`config.mk`:
```
export PLATFORM = sky130hd
export DESIGN_NAME = pea_output_drain
export DESIGN_NICKNAME = d
export VERILOG_FILES = /design/src/rtl/pea_output_drain.sv
export SDC_FILE = /design/constraint.sdc
export NUM_CORES = 1
export LEC_CHECK = 0
export ABC_AREA = 1
export BUFFER_PORTS_ARGS = -buffer_cell sky130_fd_sc_hd__buf_4
export CAP_MARGIN = 40
export CORE_ASPECT_RATIO = 0.5
export CORE_MARGIN = 3
export CORE_UTILIZATION = 49
export CTS_BUF_LIST = sky130_fd_sc_hd__clkbuf_4 sky130_fd_sc_hd__clkbuf_8 sky130_fd_sc_hd__clkbuf_16
export CTS_CLUSTER_SIZE = 40
export DETAILED_ROUTE_END_ITERATION = 10
export HOLD_SLACK_MARGIN = 0.1
export PLACE_DENSITY = 0.8
export REMOVE_ABC_BUFFERS = 1
export SYNTH_ARGS = -nofsm -noshare
export SYNTH_HDL_FRONTEND = slang
export SYNTH_SLANG_ARGS = --single-unit
```
`constraint.sdc`:
```
create_clock -name clk -period 2.1 [get_ports clk]
set_input_delay 0.21 -clock clk [delete_from_list [all_inputs] [get_ports clk]]
set_output_delay 0.21 -clock clk [all_outputs]
set_load 0.1 [all_outputs]
```
`src/rtl/pea_output_drain.sv`:
```
// -----------------------------------------------------------------------------
// pea_output_drain
//
// Consumer end of the PEA output path. Pops the result and status FIFOs in
// lockstep and presents each (result, status) pair on a valid/ready port.
// Counts pairs accepted downstream (wrapping) and accepted pairs with a
// non-zero status word (saturating).
//
// Optional feature macro: PEA_DRAIN_MISMATCH_EN
//   When defined, adds a sticky 'mismatch' output. It is set when the two
//   FIFO populations differ for 4 consecutive IDLE cycles. Only reset clears it.
//
// Parameters
//   WIDTH        FIFO word width (result and status)
//   BUFFER_SIZE  depth of each output FIFO
//   POP_W        population port width, log2(BUFFER_SIZE)
//   CNT_W        width of the drained/error counters
//
// Ports
//   clk            system clock, rising edge
//   rst            asynchronous active-low reset
//   result_pop     result FIFO population
//   status_pop     status FIFO population
//   result_data    result FIFO read data (one-cycle read latency)
//   status_data    status FIFO read data (one-cycle read latency)
//   rd_en_result   result FIFO read enable
//   rd_en_status   status FIFO read enable (always equal to rd_en_result)
//   out_valid      pair available on out_result/out_status
//   out_ready      downstream accepts the pair
//   out_result     registered result word
//   out_status     registered status word
//   drained_cnt    accepted pairs, wraps modulo 2^CNT_W
//   err_cnt        accepted pairs with non-zero status, saturates at all-ones
//   busy           FSM is not in IDLE
//   mismatch       (PEA_DRAIN_MISMATCH_EN only) sticky population mismatch
// -----------------------------------------------------------------------------
module pea_output_drain #(
  parameter int WIDTH       = 32,
  parameter int BUFFER_SIZE = 32,
  parameter int POP_W       = $clog2(BUFFER_SIZE),
  parameter int CNT_W       = 16
) (
  input  logic             clk,
  input  logic             rst,
  input  logic [POP_W-1:0] result_pop,
  input  logic [POP_W-1:0] status_pop,
  input  logic [WIDTH-1:0] result_data,
  input  logic [WIDTH-1:0] status_data,
  output logic             rd_en_result,
  output logic             rd_en_status,
  output logic             out_valid,
  input  logic             out_ready,
  output logic [WIDTH-1:0] out_result,
  output logic [WIDTH-1:0] out_status,
  output logic [CNT_W-1:0] drained_cnt,
  output logic [CNT_W-1:0] err_cnt,
`ifdef PEA_DRAIN_MISMATCH_EN
  output logic             mismatch,
`endif
  output logic             busy
);

  typedef enum logic [1:0] {
    S_IDLE = 2'd0,
    S_READ = 2'd1,
    S_WAIT = 2'd2,
    S_HOLD = 2'd3
  } state_t;

  state_t           r_state;
  logic             r_rd_en;
  logic             r_valid;
  logic             r_busy;
  logic [WIDTH-1:0] r_result;
  logic [WIDTH-1:0] r_status;
  logic [CNT_W-1:0] r_drained;
  logic [CNT_W-1:0] r_err;

  // A pair may only be read when both FIFOs hold at least one word.
  logic w_pair_avail;
  assign w_pair_avail = (result_pop != '0) && (status_pop != '0);

  always_ff @(posedge clk or negedge rst) begin
    if (!rst) begin
      r_state   <= S_IDLE;
      r_rd_en   <= 1'b0;
      r_valid   <= 1'b0;
      r_busy    <= 1'b0;
      r_result  <= '0;
      r_status  <= '0;
      r_drained <= '0;
      r_err     <= '0;
    end else begin
      case (r_state)
        // Populations are sampled only here; later FIFO writes do not
        // affect the pair in flight.
        S_IDLE: begin
          if (w_pair_avail) begin
            r_state <= S_READ;
            r_rd_en <= 1'b1;
            r_busy  <= 1'b1;
          end
        end
        // Read enable is high for exactly the READ cycle.
        S_READ: begin
          r_state <= S_WAIT;
          r_rd_en <= 1'b0;
        end
        // FIFO read data is valid during WAIT (fixed one-cycle latency).
        S_WAIT: begin
          r_result <= result_data;
          r_status <= status_data;
          r_valid  <= 1'b1;
          r_state  <= S_HOLD;
        end
        // Hold the pair stable until the downstream handshake completes.
        S_HOLD: begin
          if (out_ready) begin
            r_valid   <= 1'b0;
            r_busy    <= 1'b0;
            r_state   <= S_IDLE;
            r_drained <= r_drained + CNT_W'(1);
            if ((r_status != '0) && (r_err != '1)) begin
              r_err <= r_err + CNT_W'(1);
            end
          end
        end
        default: begin
          r_state <= S_IDLE;
          r_rd_en <= 1'b0;
          r_valid <= 1'b0;
          r_busy  <= 1'b0;
        end
      endcase
    end
  end

  assign rd_en_result = r_rd_en;
  assign rd_en_status = r_rd_en;
  assign out_valid    = r_valid;
  assign out_result   = r_result;
  assign out_status   = r_status;
  assign drained_cnt  = r_drained;
  assign err_cnt      = r_err;
  assign busy         = r_busy;

`ifdef PEA_DRAIN_MISMATCH_EN
  logic [1:0] r_mm_cnt;
  logic       r_mismatch;

  // r_mm_cnt counts consecutive unequal IDLE cycles already seen; the
  // fourth such cycle sets the sticky flag.
  always_ff @(posedge clk or negedge rst) begin
    if (!rst) begin
      r_mm_cnt   <= 2'd0;
      r_mismatch <= 1'b0;
    end else if ((r_state == S_IDLE) && (result_pop != status_pop)) begin
      if (r_mm_cnt == 2'd3) begin
        r_mismatch <= 1'b1;
      end else begin
        r_mm_cnt <= r_mm_cnt + 2'd1;
      end
    end else begin
      r_mm_cnt <= 2'd0;
    end
  end

  assign mismatch = r_mismatch;
`endif

endmodule
```
# Yosys cells after proc, flatten, opt, wreduce, memory -nomap -nowiden
# Index checks and enable logic that the tools add are counted.
# totals
ff_bits	101
# classes
mux	8
eq_ne	6
addsub	2
reduce_logical	15
# ops
op	n
16-bit by 1-bit adder with 16-bit output (second input constant)	2
32-bit nonzero test	1
16-bit != test (second input constant)	1
5-bit nonzero test	2
2-bit one-hot mux with 4 select lines	1
2-bit AND reduction	4
1-bit one-hot mux with 2 select lines	3
3-bit AND reduction	2
2-bit nonzero test	3
2-bit == test (second input constant)	2
2-bit 2-to-1 mux	2
2-bit != test (second input constant)	2
2-bit by 1-bit == test with 1-bit output (second input constant)	1
1-bit logical AND	2
2-bit zero test	1
1-bit 2-to-1 mux	2

# Depth between registers and ports, before layout
# Gate-level depths: netlist (run 1).
# depth
depth_word	4
mapped_depth	10
mapped_depth_nobuf	9

# Worst setup path after synthesis (run 1)
# OpenSTA, ideal clock, no wires.
# synth_timing
path_type	register to register
start	register r_err[0] (netlist: err_cnt[0])
end	register r_err[2] (netlist: err_cnt[2])
slack_ns	-0.108
path_buffers	1
t_arrival_ns	2.085
required_ns	1.977
setup_ns	0.123
stages_incl_launch_ff	8
cell_sequence	dfrtp_1 -> ha_1 -> nand2_2 -> nor2_4 -> nand4_4 -> buf_2 -> nand4_1 -> nand2_1
# synth_via
elab_chain_len	3
word_cells_on_any_way	4
classes_between	add/sub: 1; eq/ne: 1; reduce/logical: 2
# synth_rtl
item	line_no	text
from (decl)	77	logic [CNT_W-1:0] r_err;
from (signal assigned)	124	r_err <= r_err + CNT_W'(1);
branches (longest 3 deep; another with 16-bit by 1-bit adder with 16-bit output)	--	
# Parallel ways; which one is timed is not known.
# A chain may end at the register's enable or synchronous reset.

# Worst setup path in the final report (run 1)
# layout_timing
start	register r_err[0] (netlist: err_cnt[0])
end	register r_err[8] (netlist: err_cnt[8])
# Same word-level chain as after synthesis.

==> summary.md, run 1 <==
| Metric | Value |
|---|---|
| I/O pin total | roughly 180 |
| Htree depth | 3 |
| Crit Path Max Fanout | 16 |
| Finished Layout Cells | 853 |
| # port buffers | 176 |
| Vias per inst | around 4.9 |
| Fill count | 553 |
| Post-Synth Adder-Cell Area | ~1.9% |
| Worst Tran Pin Value | 0.629 ns |
| Wire per inst | 14.6 µm |
| Min cycle time layout | about 1.7 ns |
| Leading cell type in the layout, fill and taps excluded | buf_4 |
| Worst Path Arrival | 2.02 ns |
| Clk buf depth | 2 |
| Synth Register Bits | between 100 and 150 |
| Synth Area in XOR/XNOR | between 3 and 4% |
| Initial Util | a little over half |
| Crit path required time | approximately 2.4 ns |
| Worst-path clk slew | ~0.070 ns |
| Post-Route WL | 12500 µm |
| Startpoint Class | register |
| Mux share of post-synthesis cell area | between 10 and 15% |
| Fin. Hold Viols | 0 |
| Area delta synth->final | 49.6% |
| Initial antenna violation count | 0 |
| CTS buffer count | 9 |
| Crit path kind | reg -> reg |
| Status | finished clean |
| Layout Nets | roughly 800 |
| Vias in the first global route | slightly above 4000 |
| Largest net degree at the start of global routing | 83 |
| Fin. max-slew vios | 0 |
| Synth Area per Inst | ~9.7 µm² |
| Slew headroom | approximately 58% |
| Synth Warn # | 0 |
| Detailed router's first-iteration violation count | 148 |
| Clock Latency Late Sink | 0.34 ns |
| First-pass GRT wire length | around 20000 µm |
| Fin Clk Skew | 0.00460 ns |
| Final period util | ~83% |
| DP Cell Count | just under 800 |
| Post-synthesis compound-gate area fraction | around 2.5% |
| RSZ-0062 raised after global routing | no |
| Post-CTS setup buffer count | 0 |
| DR vias | about 4200 |
| Final setup fails | 0 |
| Layout cells sized above 1 | between 30% and 40% |
| Max Clock Freq | approximately 570 MHz |
| Die X | about 140 µm |
| Antenna cells | 0 |
| Register area share after synthesis | a little over half |
| CTS tree | built |
| Final HPWL DP | between 8000 and 9000 µm |
| Die ar. | between 10000 and 15000 µm² |
| Root Buffer | clkbuf_16 |
| Routability cong. | between 0.8 and 0.9 |
| Largest family of logic cells by synthesized area | simple AND/OR/NAND/NOR gates |
| Crit. End Element | register |
| Detail Route Antenna Nets | 0 |
| Worst hold path type | in -> reg |
| Initial DRT Pass Iterations | 5 |
| Synthesized area | ~4700 µm² |
| Site row count | 24 |
| DRC viols | 0 |
| DIE HEIGHT | 75.4 µm |
| Netlist cell types | 27 |
| Grt total ovfl | 0 |
| Synth Instances | around 490 |
| Post-Synth Simple-Gate Area | between 20% and 30% |
| Core Footprint | 9040 µm² |
| Most frequent cells in the layout | 178 x buf_4, 120 x nand2_1, 101 x dfrtp_1 |
| Clk sinks | between 100 and 150 |
| Max cap viols | 0 |
| Overall Global Routing Usage | ~23% |
-- final timing paths --
check,startpoint,to,slack (ns),depth (start not counted)
setup / recovery,err_cnt[0]$_DFFE_PN0P_,err_cnt[8]$_DFFE_PN0P_,0.36,7
hold / removal,status_data[19],out_status[19]$_DFFE_PN0P_,0.11,2
min in group asynchronous,rst,err_cnt[4]$_DFFE_PN0P_,0.43,2
hold reg to reg,drained_cnt[15]$_DFFE_PN0P_,drained_cnt[15]$_DFFE_PN0P_,0.49,2
setup reg to reg,err_cnt[0]$_DFFE_PN0P_,err_cnt[8]$_DFFE_PN0P_,0.36,7
max in group asynchronous,rst,drained_cnt[15]$_DFFE_PN0P_,0.98,3
-- stage by stage --
step           TNS [ns]  util, %  hold WS, ns  area (µm²)  worst slack [ns]
3_5_place_dp          0     68.4        0.272        6190             0.383
6_report              0     78.2        0.109        7070             0.358
5_1_grt               0     78.2        0.101        7070             0.181
2_1_floorplan    -41.70        -      -0.0856        4640            -0.631
3_3_place_gp          0     68.4        0.262        6190             0.451
4_1_cts               0     78.1        0.101        7060             0.365
-- timing repair --
item / 4_1_cts / 5_1_grt
endpoints found under the setup margin: 0 / 0
hold buffers: 54 / 1
hold endpoints to repair: 98 / 1
gates resized for setup: 0 / 0
-- layout make-up --
type                    count  area [µm²]  area share, %
well taps                 130         163           2.30
clock inverters             7         106           1.50
clock buffers               9         225           3.19
repair buffers            235        1930           27.3
multi-input cells         321        1930           27.3
inverters                  50         188           2.66
flip-flops and latches    101        2530           35.8
-- routing by layer --
metal | up-vias | GRT usage, % | routed length, µm
met5 | - | 0 | 0
met4 | 0 | 10.7 | 365
met3 | 32 | 5.64 | 630
met2 | 123 | 40.5 | 6460
met1 | 2001 | 27.8 | 5010
li1 | 2028 | - | -
-- state kept, by name, summed over array words and instances (netlist names) --
register      cells
out_result       32
out_status       32
drained_cnt      16
err_cnt          16
r_state           2
busy              1
out_valid         1
rd_en_result      1
-- logic make-up (layout without fill, tap and decap cells) --
group,after synthesis,after routing
and+or+nand+nor,224,224
adders and majority gates,7,7
xor gates and xnor gates,19,19
AOI/OAI and AO/OA,23,23
DFF,101,101
muxes,48,48
buffers and inverters,65,301
-- cell usage after synthesis (all sizes together) --
cell / instances / area share (%)
inv: 50 / 4.0
mux2: 48 / 11
o21ai: 20 / 2.1
xnor2: 5 / 0.93
clkbuf: 5 / 0.40
nand3: 16 / 2.0
nand4: 21 / 3.1
a22oi: 1 / 0.16
nor3: 7 / 1.3
nor2: 53 / 4.6
nand3b: 4 / 0.64
ha: 7 / 1.9
xor2: 14 / 2.6
buf: 10 / 1.3
nand2: 123 / 9.9
dfrtp: 101 / 53
a21oi: 2 / 0.21
-- critical path, cell delays in order (launching register included) --
cell and delay [ns]:
dfrtp_1 0.44, ha_1 0.26, nand2_2 0.08, nor2_4 0.20, nand4_4 0.26, nand3_4 0.28, nand2_1 0.09, nand2_1 0.07
Power of run 1 is left out: the tool's default activity adds up to more than one toggle a clock period on the data nets, which glitch-free logic cannot reach.
==> run 2, diff against run 1 <==
Clock period 2.1 ns to 1.67 ns, I/O delays scaled along.
==> summary.md, run 2 (synthesis results as in run 1) <==
| Metric | Value |
|---|---|
| Leading cell type in the layout, fill and taps excluded | buf_4 (unchanged) |
| Crit Path Max Fanout | 7 (was 16) |
| Die ar. | 10900 µm² (unchanged) |
| Antenna cells | 0 (unchanged) |
| Slew headroom | 72.7% (was 58.0%) |
| CTS buffer count | 9 (unchanged) |
| Largest net degree at the start of global routing | 36 (was 83) |
| Layout Nets | 836 (was 802) |
| Crit. End Element | register (unchanged) |
| Root Buffer | clkbuf_16 (unchanged) |
| I/O pin total | 177 (unchanged) |
| Initial antenna violation count | 0 (unchanged) |
| Grt total ovfl | 0 (unchanged) |
| Detailed router's first-iteration violation count | 199 (was 148) |
| Core Footprint | 9040 µm² (unchanged) |
| Sequence of cells on the critical path | ha_2, nand2_4, nor3_4, nand2_4, nor3_4, buf_4, xor2_1 (was ha_1, nand2_2, nor2_4, nand4_4, nand3_4, nand2_1, nand2_1) |
| Final Worst Setup Slack | 0.0576 ns (was 0.358 ns) |
| DRC viols | 0 (unchanged) |
| Max cap viols | 0 (unchanged) |
| Clk buf depth | 2 (unchanged) |
| Area delta synth->final | 55.2% (was 49.6%) |
| Final setup fails | 0 (unchanged) |
| Crit path required time | 1.94 ns (was 2.38 ns) |
| DIE HEIGHT | 75.4 µm (unchanged) |
| Detail Route Antenna Nets | 0 (unchanged) |
| Clk sinks | 101 (unchanged) |
| DR vias | 4435 (was 4184) |
| Most frequent cells in the layout | 200 x buf_4, 119 x nand2_1, 101 x dfrtp_1 (was 178 x buf_4, 120 x nand2_1, 101 x dfrtp_1) |
| Final period util | 96.6% (was 83.0%) |
| Overall Global Routing Usage | 26.6% (was 23.2%) |
| Min cycle time layout | 1.61 ns (was 1.74 ns) |
| Fin Clk Skew | 0.00744 ns (was 0.00460 ns) |
| Post-Route WL | 14400 µm (was 12500 µm) |
| CP peak stage delay | 0.40 ns (was 0.44 ns) |
| Wire per inst | 16.2 µm (was 14.6 µm) |
| Initial DRT Pass Iterations | 4 (was 5) |
| Final HPWL DP | 8820 µm (was 8450 µm) |
| Fill count | 530 (was 553) |
| Vias per inst | 5.01 (was 4.91) |
| Routability cong. | 0.831 (was 0.873) |
| Status | finished clean (unchanged) |
| Clock Latency Late Sink | 0.35 ns (was 0.34 ns) |
| Htree depth | 3 (unchanged) |
| Crit path kind | reg -> reg (unchanged) |
| Worst-path clk slew | 0.07 ns (about the same) |
| Site row count | 24 (unchanged) |
| Initial Util | 52.3% (unchanged) |
| First-pass GRT wire length | 22300 µm (was 19800 µm) |
| Placement Setup Slack | 0.0435 ns (was 0.383 ns) |
| CTS tree | built (unchanged) |
| RSZ-0062 raised after global routing | yes (was no) |
| Max Clock Freq | 620 MHz (was 574 MHz) |
| # port buffers | 176 (unchanged) |
| Die X | 145 µm (unchanged) |
| Startpoint Class | register (unchanged) |
| Vias in the first global route | 4436 (was 4130) |
| Crit-path slowest cell | dfrtp_1 (unchanged) |
| Worst Path Arrival | 1.89 ns (was 2.02 ns) |
| DP Cell Count | 803 (was 782) |
| Worst Tran Pin Value | 0.410 ns (was 0.629 ns) |
| Finished Layout Cells | 886 (was 853) |
| Fin. max-slew vios | 0 (unchanged) |
| Worst hold path type | in -> reg (unchanged) |
| Layout cells sized above 1 | 37.4% (was 35.4%) |
| Fin. Hold Viols | 0 (unchanged) |
-- run 2: worst paths after layout --
| kind | cells past startpoint | start | slack [ns] | endpoint |
|---|---|---|---|---|
| hold reg to reg | 1 | drained_cnt[12]$_DFFE_PN0P_ | 0.50 | drained_cnt[12]$_DFFE_PN0P_ |
| setup reg to reg | 7 | r_state[0]$_DFFE_PN0P_ | 0.06 | drained_cnt[11]$_DFFE_PN0P_ |
| min in group asynchronous | 2 | rst | 0.29 | err_cnt[1]$_DFFE_PN0P_ |
| setup / recovery | 7 | r_state[0]$_DFFE_PN0P_ | 0.06 | drained_cnt[11]$_DFFE_PN0P_ |
| hold / removal | 3 | out_ready | 0.20 | drained_cnt[0]$_DFFE_PN0P_ |
| max in group asynchronous | 3 | rst | 0.79 | r_state[1]$_DFFE_PN0P_ |
-- run 2: cell type report --
class / count / area (µm²) / share of cell area [%]
clock inverter: 6 / 41.3 / 0.563
multi-input combinational: 321 / 1950 / 26.7
sequential: 101 / 2530 / 34.5
timing repair buffer: 269 / 2230 / 30.4
clock buffer: 9 / 225 / 3.07
tap: 130 / 163 / 2.22
inverter: 50 / 188 / 2.56
-- run 2: what timing repair did --
item / in CTS / in global routing
hold buffers: 65 / 0
setup endpoints to repair: 0 / 22
endpoints found under the hold margin: 142 / 0
buffers inserted: 0 / 3
gates resized for setup: 0 / 6
-- run 2: metal layers --
metal  share of wire, %  wire, µm  track usage (%)  vias up
met1                 39      5560             30.8     2130
li1                   -         -                -     2095
met5                  0         0                0        -
met4                3.6       522             11.0        0
met3                5.8       835             8.09       52
met2                 52      7430             47.1      158
-- run 2: metrics by stage --
stage | util (%) | TNS, ns | area, µm² | hold WS [ns]
after detailed placement | 70.5 | 0 | 6370 | 0.121
after floorplan | - | -80.53 | 4640 | -0.129
after global routing | 81.1 | -0.159 | 7330 | 0.212
final | 81.1 | 0 | 7330 | 0.199
after global placement | 70.5 | 0 | 6370 | 0.120
after CTS | 80.6 | 0 | 7290 | 0.207
-- run 2: critical path: cells and delay by family, from the launching register on --
family	cells	cell delay, ns
adder cells (fa/ha/maj)	1	0.22
AND/OR/NAND/NOR	4	0.63
buffers and inverters	1	0.15
XOR/XNOR	1	0.13
flip-flops	1	0.40
Power of run 2 is left out for the same reason.
==> run 3, diff against run 2 <==
Settings changed: CELL_PAD_IN_SITES_DETAIL_PLACEMENT from default to 1, CELL_PAD_IN_SITES_GLOBAL_PLACEMENT from default to 2, CORE_UTILIZATION 49 to 29, PLACE_DENSITY 0.8 to default, PLACE_DENSITY_LB_ADDON from default to 0.1.
==> summary.md, run 3 (synthesis results as in run 1) <==
| Metric | Value |
|---|---|
| # port buffers | 176 (unchanged) |
| DR vias | 4277 (was 4435) |
| Clk sinks | 101 (unchanged) |
| Grt total ovfl | 0 (unchanged) |
| Leading cell type in the layout, fill and taps excluded | buf_4 (unchanged) |
| Layout Nets | 836 (unchanged) |
| Multi-input gate area | 1950 µm² (about the same) |
| Max Clock Freq | 658 MHz (was 620 MHz) |
| Reg-to-Reg Start | r_state[0]$_DFFE_PN0P_ (unchanged) |
| Fill count | 1796 (was 530) |
| CTS buffer count | 9 (unchanged) |
| Worst hold path type | in -> reg (unchanged) |
| Post-Route WL | 14300 µm (was 14400 µm) |
| FF-to-FF End | drained_cnt[9]$_DFFE_PN0P_ (was drained_cnt[11]$_DFFE_PN0P_) |
| Final setup fails | 0 (unchanged) |
| Htree depth | 3 (unchanged) |
| Setup Total Neg Slack | 0 ns (unchanged) |
| Fin. Hold Viols | 0 (unchanged) |
| Layout cells sized above 1 | 37.4% (about the same) |
| Fin. max-slew vios | 0 (unchanged) |
| Largest net degree at the start of global routing | 44 (was 36) |
| Clk buf depth | 2 (unchanged) |
| Min cycle time layout | 1.52 ns (was 1.61 ns) |
| Worst Tran Pin Value | 0.434 ns (was 0.410 ns) |
| DP Cell Count | 894 (was 803) |
| Sequence of cells on the critical path | ha_2, nand2_4, nor3_4, nand2_2, buf_4, nor3_1, xor2_1 (was ha_2, nand2_4, nor3_4, nand2_4, nor3_4, buf_4, xor2_1) |
| CP peak stage delay | 0.40 ns (about the same) |
| Routability cong. | 0.701 (was 0.831) |
| Vias per inst | 4.37 (was 5.01) |
| Worst hold stages | 4 (was 3) |
| CTS tree | built (unchanged) |
| Startpoint Class | register (unchanged) |
| Worst Hold End | drained_cnt[1]$_DFFE_PN0P_ (was drained_cnt[0]$_DFFE_PN0P_) |
| Fin Clk Skew | 0.00771 ns (was 0.00744 ns) |
| Crit. End Element | register (unchanged) |
| Antenna cells | 0 (unchanged) |
| Detail Route Antenna Nets | 0 (unchanged) |
| Root Buffer | clkbuf_16 (unchanged) |
| Sequential Area | 2530 µm² (about the same) |
| Vias in the first global route | 4536 (was 4436) |
| Fin util | 47.8% (was 81.1%) |
| First-pass GRT wire length | 23100 µm (was 22300 µm) |
| Slew headroom | 70.8% (was 72.7%) |
| Reg2Reg Setup Slack | 0.15 ns (was 0.06 ns) |
| Crit path required time | 1.94 ns (about the same) |
| CP bufs+invs | 1 (unchanged) |
| Crit path depth | 7 (unchanged) |
| R2R cell count | 7 (unchanged) |
| Crit-path slowest cell | dfrtp_1 (unchanged) |
| HP Start | out_ready (unchanged) |
| Most frequent cells in the layout | 199 x buf_4, 120 x nand2_1, 100 x dfrtp_1 (was 200 x buf_4, 119 x nand2_1, 101 x dfrtp_1) |
| Detailed router's first-iteration violation count | 92 (was 199) |
| Area delta synth->final | 58.4% (was 55.2%) |
| Final period util | 91.0% (was 96.6%) |
| Overall Global Routing Usage | 16.1% (was 26.6%) |
| Site row count | 32 (was 24) |
| Max cap viols | 0 (unchanged) |
| Initial Util | 30.2% (was 52.3%) |
| Die X | 187 µm (was 145 µm) |
| Die ar. | 18000 µm² (was 10900 µm²) |
| Initial DRT Pass Iterations | 4 (unchanged) |
| RSZ-0062 raised after global routing | yes (unchanged) |
| Final HPWL DP | 10400 µm (was 8820 µm) |
| I/O pin total | 177 (unchanged) |
| Clock Latency Late Sink | 0.34 ns (was 0.35 ns) |
| Crit path kind | reg -> reg (unchanged) |
| DRC viols | 0 (unchanged) |
| Initial antenna violation count | 0 (unchanged) |
| Core Footprint | 15700 µm² (was 9040 µm²) |
| DIE HEIGHT | 96.3 µm (was 75.4 µm) |
| Finished Layout Cells | 978 (was 886) |
| Wire per inst | 14.6 µm (was 16.2 µm) |
| Status | finished clean (unchanged) |
| Worst-path clk slew | 0.08 ns (was 0.07 ns) |
| Delay-heaviest family, CP | simple AND/OR/NAND/NOR gates (unchanged) |
| Worst Path Arrival | 1.79 ns (was 1.89 ns) |
| Crit Path Max Fanout | 7 (unchanged) |
run 3: cell types whose count changed in the layout (fill, tap and decap cells not counted), sizes merged:
cell      before  now
clkinv         6    1
inv           50   53
clkinvlp       0    2
clkbuf         9   10
run 3: worst reg2reg max path: stages, from the launching register on:
cell	delay, ns
dfrtp_1	0.40
ha_2	0.22
nand2_4	0.09
nor3_4	0.15
nand2_2	0.10
buf_4	0.15
nor3_1	0.17
xor2_1	0.16
run 3: how the worst max path moves through the flow:
stage                               startpoint                           to  slack, ns
global route            r_state[0]$_DFFE_PN0P_   drained_cnt[6]$_DFFE_PN0P_      -0.06
global placement    drained_cnt[0]$_DFFE_PN0P_  drained_cnt[14]$_DFFE_PN0P_       0.11
floorplan               r_state[0]$_DFFE_PN0P_    out_result[0]$_DFFE_PN0P_      -1.06
CTS                     r_state[0]$_DFFE_PN0P_      err_cnt[13]$_DFFE_PN0P_       0.05
finish                  r_state[0]$_DFFE_PN0P_   drained_cnt[9]$_DFFE_PN0P_       0.15
detailed placement      r_state[0]$_DFFE_PN0P_      err_cnt[13]$_DFFE_PN0P_       0.07
run 3: layout make-up:
class	instances	share of cell area (%)
clock buffers	10	3.19
inverters	50	2.56
multi-input cells	321	26.0
repair buffers	269	30.0
clock inverters	6	0.719
flip-flops and latches	101	33.8
well taps	221	3.70
run 3: through the flow:
stage          cell area (µm²)  setup slack (ns)  hold slack, ns
4_1_cts                   7450            0.0504           0.193
2_1_floorplan             4640             -1.06          -0.129
3_3_place_gp              6500             0.109           0.112
3_5_place_dp              6500            0.0704           0.113
5_1_grt                   7480           -0.0587           0.200
6_report                  7480             0.150           0.186
run 3: timing repair:
item	CTS	global route
setup endpoints to repair	0	22
buffers inserted	0	3
resized for setup	0	4
hold endpoints to repair	86	0
hold buffers	65	0
run 3: routing by layer:
layer  wire length (µm)  GRT usage (%)
met3                599           4.15
met1               6030           18.5
met5                  0              0
met2               7530           31.1
met4                 92           2.83
Power of run 3 is left out for the same reason.
